$ cat config.mk
export PLATFORM = sky130hd
export DESIGN_NAME = display_bcd_feeder
export DESIGN_NICKNAME = d
export VERILOG_FILES = /design/src/rtl/display_bcd_feeder.sv
export SDC_FILE = /design/constraint.sdc
export NUM_CORES = 1
export LEC_CHECK = 0
export ABC_AREA = 1
export CAP_MARGIN = 25
export CORE_MARGIN = 3
export CORE_UTILIZATION = 45
export CTS_BUF_LIST = sky130_fd_sc_hd__clkbuf_4 sky130_fd_sc_hd__clkbuf_8 sky130_fd_sc_hd__clkbuf_16
export CTS_CLUSTER_SIZE = 28
export DETAILED_ROUTE_END_ITERATION = 6
export MAX_ROUTING_LAYER = met4
export PLACE_DENSITY = 0.67
export RECOVER_POWER = 25
export SYNTH_ARGS = -nofsm -noshare
export SYNTH_HDL_FRONTEND = slang
export SYNTH_SLANG_ARGS = --single-unit
$ cat constraint.sdc
create_clock -name clk -period 1.5 [get_ports clk]
set_input_delay 0.3 -clock clk [delete_from_list [all_inputs] [get_ports clk]]
set_output_delay 0.3 -clock clk [all_outputs]
set_load 0.02 [all_outputs]
$ cat src/rtl/display_bcd_feeder.sv
// Samples a 16-bit binary value and converts it to four packed BCD digits with
// shift-add-3, one bit per cycle; saturates to 9999 with ovf when out of range.
module display_bcd_feeder #(
   parameter int unsigned SAMPLE_PERIOD = 1000000
) (
   input  logic        clk,
   input  logic        rst_n,
   input  logic [15:0] value,
   input  logic        start,
   input  logic        auto_en,
   output logic [15:0] bcd_out,
   output logic        ovf,
   output logic        busy,
   output logic        done
);

   localparam int unsigned PW = $clog2(SAMPLE_PERIOD);
   localparam logic [PW-1:0] PER_LAST = PW'(SAMPLE_PERIOD - 1);

   typedef enum logic {IDLE, SHIFT} state_t;

   state_t        state, state_nxt;
   logic [PW-1:0] per_cnt;
   logic          auto_tc;
   logic          req;
   logic          pend, pend_nxt;
   logic [3:0]    iter, iter_nxt;
   logic [15:0]   sreg, sreg_nxt;
   logic [19:0]   scratch, scratch_nxt;
   logic [19:0]   adj;
   logic [20:0]   shifted;
   logic [15:0]   bcd_nxt;
   logic          ovf_nxt;
   logic          busy_nxt;
   logic          done_nxt;

   function automatic logic [19:0] add3(input logic [19:0] s);
      logic [19:0] r;
      r = s;
      for (int d = 0; d < 5; d++) begin
         if (s[4*d +: 4] >= 4'd5)
            r[4*d +: 4] = s[4*d +: 4] + 4'd3;
      end
      return r;
   endfunction

   assign auto_tc = auto_en && (per_cnt == PER_LAST);
   assign req     = start || auto_tc;

   always_ff @(posedge clk or negedge rst_n) begin
      if (!rst_n)
         per_cnt <= '0;
      else if (!auto_en || auto_tc)
         per_cnt <= '0;
      else
         per_cnt <= per_cnt + 1'b1;
   end

   // Bit 20 can only be set by an out-of-range value, so it folds into the overflow test.
   assign adj     = add3(scratch);
   assign shifted = {adj, sreg[15]};

   always_comb begin
      state_nxt   = state;
      pend_nxt    = pend;
      iter_nxt    = iter;
      sreg_nxt    = sreg;
      scratch_nxt = scratch;
      bcd_nxt     = bcd_out;
      ovf_nxt     = ovf;
      busy_nxt    = busy;
      done_nxt    = 1'b0;
      case (state)
         IDLE: begin
            if (req || pend) begin
               state_nxt   = SHIFT;
               sreg_nxt    = value;
               scratch_nxt = '0;
               pend_nxt    = 1'b0;
               iter_nxt    = '0;
               busy_nxt    = 1'b1;
            end
         end
         SHIFT: begin
            scratch_nxt = shifted[19:0];
            sreg_nxt    = {sreg[14:0], 1'b0};
            iter_nxt    = iter + 4'd1;
            if (req)
               pend_nxt = 1'b1;
            if (iter == 4'd15) begin
               state_nxt = IDLE;
               busy_nxt  = 1'b0;
               done_nxt  = 1'b1;
               if (|shifted[20:16]) begin
                  bcd_nxt = 16'h9999;
                  ovf_nxt = 1'b1;
               end else begin
                  bcd_nxt = shifted[15:0];
                  ovf_nxt = 1'b0;
               end
            end
         end
         default: state_nxt = IDLE;
      endcase
   end

   always_ff @(posedge clk or negedge rst_n) begin
      if (!rst_n) begin
         state   <= IDLE;
         pend    <= 1'b0;
         iter    <= '0;
         sreg    <= '0;
         scratch <= '0;
         bcd_out <= '0;
         ovf     <= 1'b0;
         busy    <= 1'b0;
         done    <= 1'b0;
      end else begin
         state   <= state_nxt;
         pend    <= pend_nxt;
         iter    <= iter_nxt;
         sreg    <= sreg_nxt;
         scratch <= scratch_nxt;
         bcd_out <= bcd_nxt;
         ovf     <= ovf_nxt;
         busy    <= busy_nxt;
         done    <= done_nxt;
      end
   end

endmodule

==> run metrics, run 1 <==
outcome=finished with violations; violations in the final reports=setup timing; H-Tree Level Count=3; leakage dissipation=0.00307 uW; floorplan die height=105 um; power density over the cells=1690 mW/mm^2; cell area after synthesis=0.00445 mm^2; via density per instance=5.20; worst endpoint required time=1.74 ns; worst slew slack as a fraction of its limit=50.1%; clock transition time at the flip-flop clock pins of the worst setup and hold paths=0.08 ns; number of violations of the max-capacitance limit=0; final weighted congestion of routability-driven global placement=0.868; remaining number of nets flagged by the antenna check after routing=0; synthesis-to-finish area growth=40.8%; number of antenna violations at the first check in global routing=0; Max FO, Critical Path=10; aggregate global routing overflow=0; GR Util All Layers=21.1%; Least-Margin Pin Slew=0.748 ns; Ports=39; post-DR wirelength/cell=14.3 um; final worst setup slack=-0.147 ns; Fmax=0.607 GHz; number of buffers inserted during clock tree synthesis=9; TritonCTS sink count=81; deepest clock path buffer count=2; die area=0.0111 mm^2; number of antenna repair diodes=0; category of the worst setup path capture point=flop; sequential cell area=0.00203 mm^2; commonest non-fill, non-tap cell in the layout=nand2_1; Post-DP Area=0.00547 mm^2; total core area=0.00942 mm^2; library cell appearing most often on the critical path=inv_2; average cell area after synthesis=7.60 um^2; number of pins with negative max-slew slack in the final report=0; number of setup violations in the final report=70; number of synthesized register bits=81; Critical Path Slowest Stage Cell=dfrtp_1; commonest cells after routing, fill and taps aside=182 x nand2_1, 81 x dfrtp_1, 73 x buf_4, 71 x nor2_1, 45 x nand4_1; unrepaired setup endpoints after global routing=yes; data arrival time of the critical path=1.88 ns; final worst-path cycle share=110%; First DRT Iteration DRCs=229; critical path launch point type=flop; category of the most critical setup path=reg2reg; unique cell type count in the Yosys netlist=31; clock skew after layout=0.0181 ns; insertion delay of the later-clocked pin in the worst-skew pair=0.35 ns; layout cell share with drive strength beyond 1=25.9%; number of enable flip-flop cells after synthesis=0; CTS tree=yes; Std-Cell Rows=35; final std cell area, no fill=0.00627 mm^2; initial standard-cell utilization of the core=47.3%; area taken by multi-input logic gates=0.00244 mm^2; final routed wirelength across all metal layers=12000 um; hold slack final=0.481 ns; die width=105 um; number of global-route vias before repair=4070; total number of vias=4382; router iterations before antenna repair=5; synthesis warning total=0; crit path time final=1.65 ns; biggest cell delay along the critical path=0.42 ns; Port Buffer Count=38; series of cell instances along the critical path=inv_2 > ha_4 > inv_2 > nand2_4 > nand4_1 > nand2_2 > nand3_4 > nor2_4 > buf_12 > a21oi_1; largest voltage drop on the vdd net=0.978 mV; root buffer cell=clkbuf_8; post-synthesis cell count=586; sequential fraction of the synthesis area=45.5%; kind of path behind the tightest hold check=reg2reg; Final Hold Vio Count=0; wire length of the first global-routing pass=18800 um; synthesized net count=618; Min-Delay Path Depth=2; pin count of the biggest net entering global routing=82; post-detailed-route DRC marker count=0; final net count=741; async set or reset register ratio after synthesis=100%; register-to-register path setup slack=-0.15 ns; number of fill cells=739; dominant synthesized flop cell=dfrtp_1; Detail Placement HPWL=7030 um; worst r2r path cells=10
==> worst paths after layout <==
kind                              from     endpoint
min in group asynchronous        rst_n   per_cnt[8]
setup reg to reg           scratch[16]   bcd_out[8]
hold / removal              bcd_out[2]   bcd_out[2]
max in group asynchronous        rst_n  bcd_out[13]
hold reg to reg             bcd_out[2]   bcd_out[2]
setup / recovery           scratch[16]   bcd_out[8]
==> kinds of logic after synthesis <==
kind of cell             Yosys count  share of synthesized area, %
buffers and inverters             68                          6.52
adder cells (fa/ha/maj)           12                          3.37
multiplexers                       1                         0.225
XOR/XNOR                          15                          2.95
flip-flops                        81                          45.5
AND/OR/NAND/NOR                  376                          37.5
AO/OA/AOI/OAI                     33                          3.96
==> area by class of cell <==
| type | instances | area share [%] |
|---|---|---|
| inverters | 43 | 2.61 |
| well taps | 129 | 2.57 |
| clock inverters | 5 | 0.898 |
| multi-input cells | 439 | 39.0 |
| repair buffers | 135 | 20.4 |
| flip-flops and latches | 81 | 32.3 |
| clock buffers | 10 | 2.20 |
==> power by group <==
group	internal, uW	leakage, uW	total, uW	switching, uW
clock	803	0.0000981	1620	813
sequential	2930	0.00102	3440	510
combinational	2390	0.00195	5520	3130
==> critical path: cells and delay by family, from the launching register on <==
family | cells | cell delay [ns]
buffers and inverters | 3 | 0.29
AO/OA/AOI/OAI | 1 | 0.06
flip-flops | 1 | 0.42
adder cells (fa/ha/maj) | 1 | 0.14
AND/OR/NAND/NOR | 5 | 0.63
==> routing by layer <==
| metal | GRT usage (%) | part of all wire [%] |
|---|---|---|
| met1 | 28.3 | 43 |
| met2 | 32.7 | 49 |
| met3 | 3.92 | 5.3 |
| met4 | 6.57 | 2.4 |
| met5 | - | 0 |
==> cell usage after synthesis (all sizes together) (5+ instances only) <==
library cell / count / share of area [%]
a21oi: 19 / 2.1
buf: 12 / 1.8
clkbuf: 13 / 1.1
dfrtp: 81 / 46
ha: 12 / 3.4
inv: 43 / 3.6
nand2: 205 / 17
nand3: 24 / 3.2
nand4: 46 / 6.8
nor2: 84 / 7.5
nor3: 9 / 1.4
o21ai: 9 / 1.0
or2: 5 / 0.70
xor2: 11 / 2.2
==> per-stage QoR <==
stage	setup slack, ns	utilization, %	std cells	TNS [ns]	power (uW)
6_report	-0.147	66.6	842	-6.46	10600
3_3_place_gp	-0.112	58.0	799	-4.30	8140
4_1_cts	-0.0620	63.5	833	-1.76	10300
3_5_place_dp	-0.168	58.0	799	-6.36	8340
5_1_grt	-0.222	66.6	842	-12.19	11400
2_1_floorplan	-0.00746	-	586	-0.216	6460
==> sequential cells by signal (all words and copies together) (netlist names) <==
signal,flops
per_cnt,20
busy,1
ovf,1
bcd_out,16
state,1
scratch,20
sreg,16
pend,1
iter,4
done,1
==> timing repair <==
action | in CTS | in global routing
pin swaps | 25 | 27
gates cloned | 4 | 4
setup endpoints to repair | 80 | 78
hold buffers | 1 | 0
gates resized for setup | 64 | 48
setup buffers | 14 | 6
endpoints found under the hold margin | 74 | 0
(Power assumes the default switching activity.)
==> inputs of run 2 (changes only) <==
--- a/config.mk
+++ b/config.mk
@@ -8,12 +8,11 @@
 export ABC_AREA = 1
 export CAP_MARGIN = 25
 export CORE_MARGIN = 3
-export CORE_UTILIZATION = 45
+export CORE_UTILIZATION = 28
 export CTS_BUF_LIST = sky130_fd_sc_hd__clkbuf_4 sky130_fd_sc_hd__clkbuf_8 sky130_fd_sc_hd__clkbuf_16
 export CTS_CLUSTER_SIZE = 28
 export DETAILED_ROUTE_END_ITERATION = 6
 export MAX_ROUTING_LAYER = met4
-export PLACE_DENSITY = 0.67
 export RECOVER_POWER = 25
 export SYNTH_ARGS = -nofsm -noshare
 export SYNTH_HDL_FRONTEND = slang
==> run 2 against run 1 <==
  * The run still ends with setup timing left
  * Sequential share of layout area rose by 0.88 points
  * Setup slack better by 0.11 ns
  * Utilization down 27 points
  * Combinational power decreased by 7.4%
  * Via count shrank 7.8%
  * Critical path type unchanged
  * Largest power group unchanged
==> run metrics, run 2 (synthesized netlist as in run 1, its figures left out) <==
category of the worst setup path capture point=flop; H-Tree Level Count=3; number of violations of the max-capacitance limit=0; commonest non-fill, non-tap cell in the layout=nand2_1; final weighted congestion of routability-driven global placement=0.820; CTS tree=yes; floorplan die height=132 um; worst setup path startpoint=scratch[17]; post-DR wirelength/cell=12.3 um; r2r startpoint=scratch[17]; wire length of the first global-routing pass=18500 um; die area=0.0175 mm^2; remaining number of nets flagged by the antenna check after routing=0; register-to-register path setup slack=-0.04 ns; insertion delay of the later-clocked pin in the worst-skew pair=0.33 ns; Setup Slack @ Placement=-0.129 ns; worst r2r path cells=10; total number of vias=4040; number of global-route vias before repair=3863; final worst setup slack=-0.0377 ns; timing endpoint of the critical path=bcd_out[7]; violations in the final reports=setup timing; pin count of the biggest net entering global routing=42; via density per instance=4.48; die width=132 um; layout cell share with drive strength beyond 1=22.6%; final net count=720; Ports=39; category of the most critical setup path=reg2reg; reg-to-reg critical path endpoint=bcd_out[7]; Port Buffer Count=38; Regs by FF count=per_cnt (20), scratch (20); critical path launch point type=flop; initial standard-cell utilization of the core=29.0%; total core area=0.0154 mm^2; data arrival time of the critical path=1.75 ns; commonest cells after routing, fill and taps aside=196 x nand2_1, 80 x dfrtp_1, 65 x nor2_1, 63 x buf_4, 45 x nand4_1; Fmax=0.650 GHz; largest voltage drop on the vdd net=0.691 mV; synthesis-to-finish area growth=37.1%; TritonCTS sink count=81; clock transition time at the flip-flop clock pins of the worst setup and hold paths=0.06 ns; leakage dissipation=0.00291 uW; final worst-path cycle share=103%; power density over the cells=1740 mW/mm^2; Least-Margin Pin Slew=0.629 ns; aggregate global routing overflow=0; number of buffers inserted during clock tree synthesis=9; number of fill cells=1552; Final Hold Vio Count=0; worst slew slack as a fraction of its limit=58.1%; number of setup violations in the final report=38; root buffer cell=clkbuf_16; clock skew after layout=0.00999 ns; HP Start=bcd_out[1]; router iterations before antenna repair=4; Detail Placement HPWL=7460 um; number of antenna repair diodes=0; post-detailed-route DRC marker count=0; GR Util All Layers=13.1%; number of antenna violations at the first check in global routing=0; hold slack final=0.470 ns; final routed wirelength across all metal layers=11100 um; First DRT Iteration DRCs=147; number of pins with negative max-slew slack in the final report=0; Max FO, Critical Path=14; deepest clock path buffer count=2; outcome=finished with violations; unrepaired setup endpoints after global routing=yes; worst endpoint required time=1.72 ns; Std-Cell Rows=45; kind of path behind the tightest hold check=reg2reg; crit path time final=1.54 ns
==> run 2: cell types whose count changed in the layout (fill, tap and decap cells not counted), moves of 5 or more <==
cell,previous run,this run
nand2_1,182,196
inv_1,37,32
clkbuf_16,3,10
buf_6,12,5
nor2_1,71,65
nand2_2,17,7
nor2_2,4,12
buf_4,73,63
inv_2,5,10
clkbuf_8,10,2
==> run 2: routing by layer <==
metal	vias to the layer above	track usage, %	share of wire [%]
li1	2092	-	-
met2	35	20.6	47
met3	10	2.21	1.9
met4	0	3.97	1.3
met5	-	-	0
met1	1903	17.3	50
==> run 2: per-stage QoR <==
stage | utilization (%) | area, um^2 | power [uW] | instances | setup TNS [ns]
final | 39.7 | 6110 | 10600 | 902 | -0.563
after global routing | 39.7 | 6110 | 11500 | 902 | -7.81
after CTS | 38.7 | 5950 | 10500 | 897 | -0.0890
after detailed placement | 36.0 | 5540 | 8220 | 873 | -3.22
after global placement | 36.0 | 5540 | 8160 | 873 | -2.88
after floorplan | - | 4460 | 6460 | 586 | -0.216
==> run 2: power by group <==
group          internal [uW]  total (uW)  switching, uW
logic                   2210        5110           2910
registers               2930        3460            525
clock network           1190        2030            844
==> run 2: worst min path at each step <==
stage	to	slack (ns)	cells after the start
2_1_floorplan	bcd_out[0]	0.004	0
3_3_place_gp	bcd_out[10]	0.23	1
3_5_place_dp	bcd_out[10]	0.23	1
4_1_cts	bcd_out[6]	0.41	2
5_1_grt	bcd_out[2]	0.50	2
6_report	bcd_out[1]	0.47	2
==> run 2: area by class of cell <==
type	instances	area (um^2)	area share, %
multi-input cells	438	2340	38.3
flip-flops and latches	81	2030	33.2
repair buffers	115	1040	17.1
well taps	211	264	4.32
clock buffers	11	253	4.14
inverters	43	164	2.68
clock inverters	3	17.5	0.287
==> run 2: worst max-delay path: stages (launching register included) <==
cell and delay (ns):
dfrtp_1 0.39, inv_2 0.09, ha_1 0.17, nand2_2 0.08, nand3_4 0.11, nand2_2 0.05
nand2_1 0.07, nand3_2 0.11, nor2_4 0.12, buf_12 0.15, a21oi_1 0.07
==> run 2: repair_timing <==
item                       in CTS  in global routing
hold buffers                    1                  0
hold endpoints to repair       19                  0
setup endpoints to repair      77                 77
pin swaps                       7                 20
buffers inserted                7                  3
gates resized for setup        48                 32
gates cloned                    2                  2
==> inputs of run 3 (changes only) <==
--- a/config.mk
+++ b/config.mk
@@ -10,7 +10,7 @@
 export CORE_MARGIN = 3
 export CORE_UTILIZATION = 28
 export CTS_BUF_LIST = sky130_fd_sc_hd__clkbuf_4 sky130_fd_sc_hd__clkbuf_8 sky130_fd_sc_hd__clkbuf_16
-export CTS_CLUSTER_SIZE = 28
+export CTS_CLUSTER_SIZE = 30
 export DETAILED_ROUTE_END_ITERATION = 6
 export MAX_ROUTING_LAYER = met4
 export RECOVER_POWER = 25
==> results of run 3 <==
No change in the layout: final DEF, timing and power equal those of run 2.
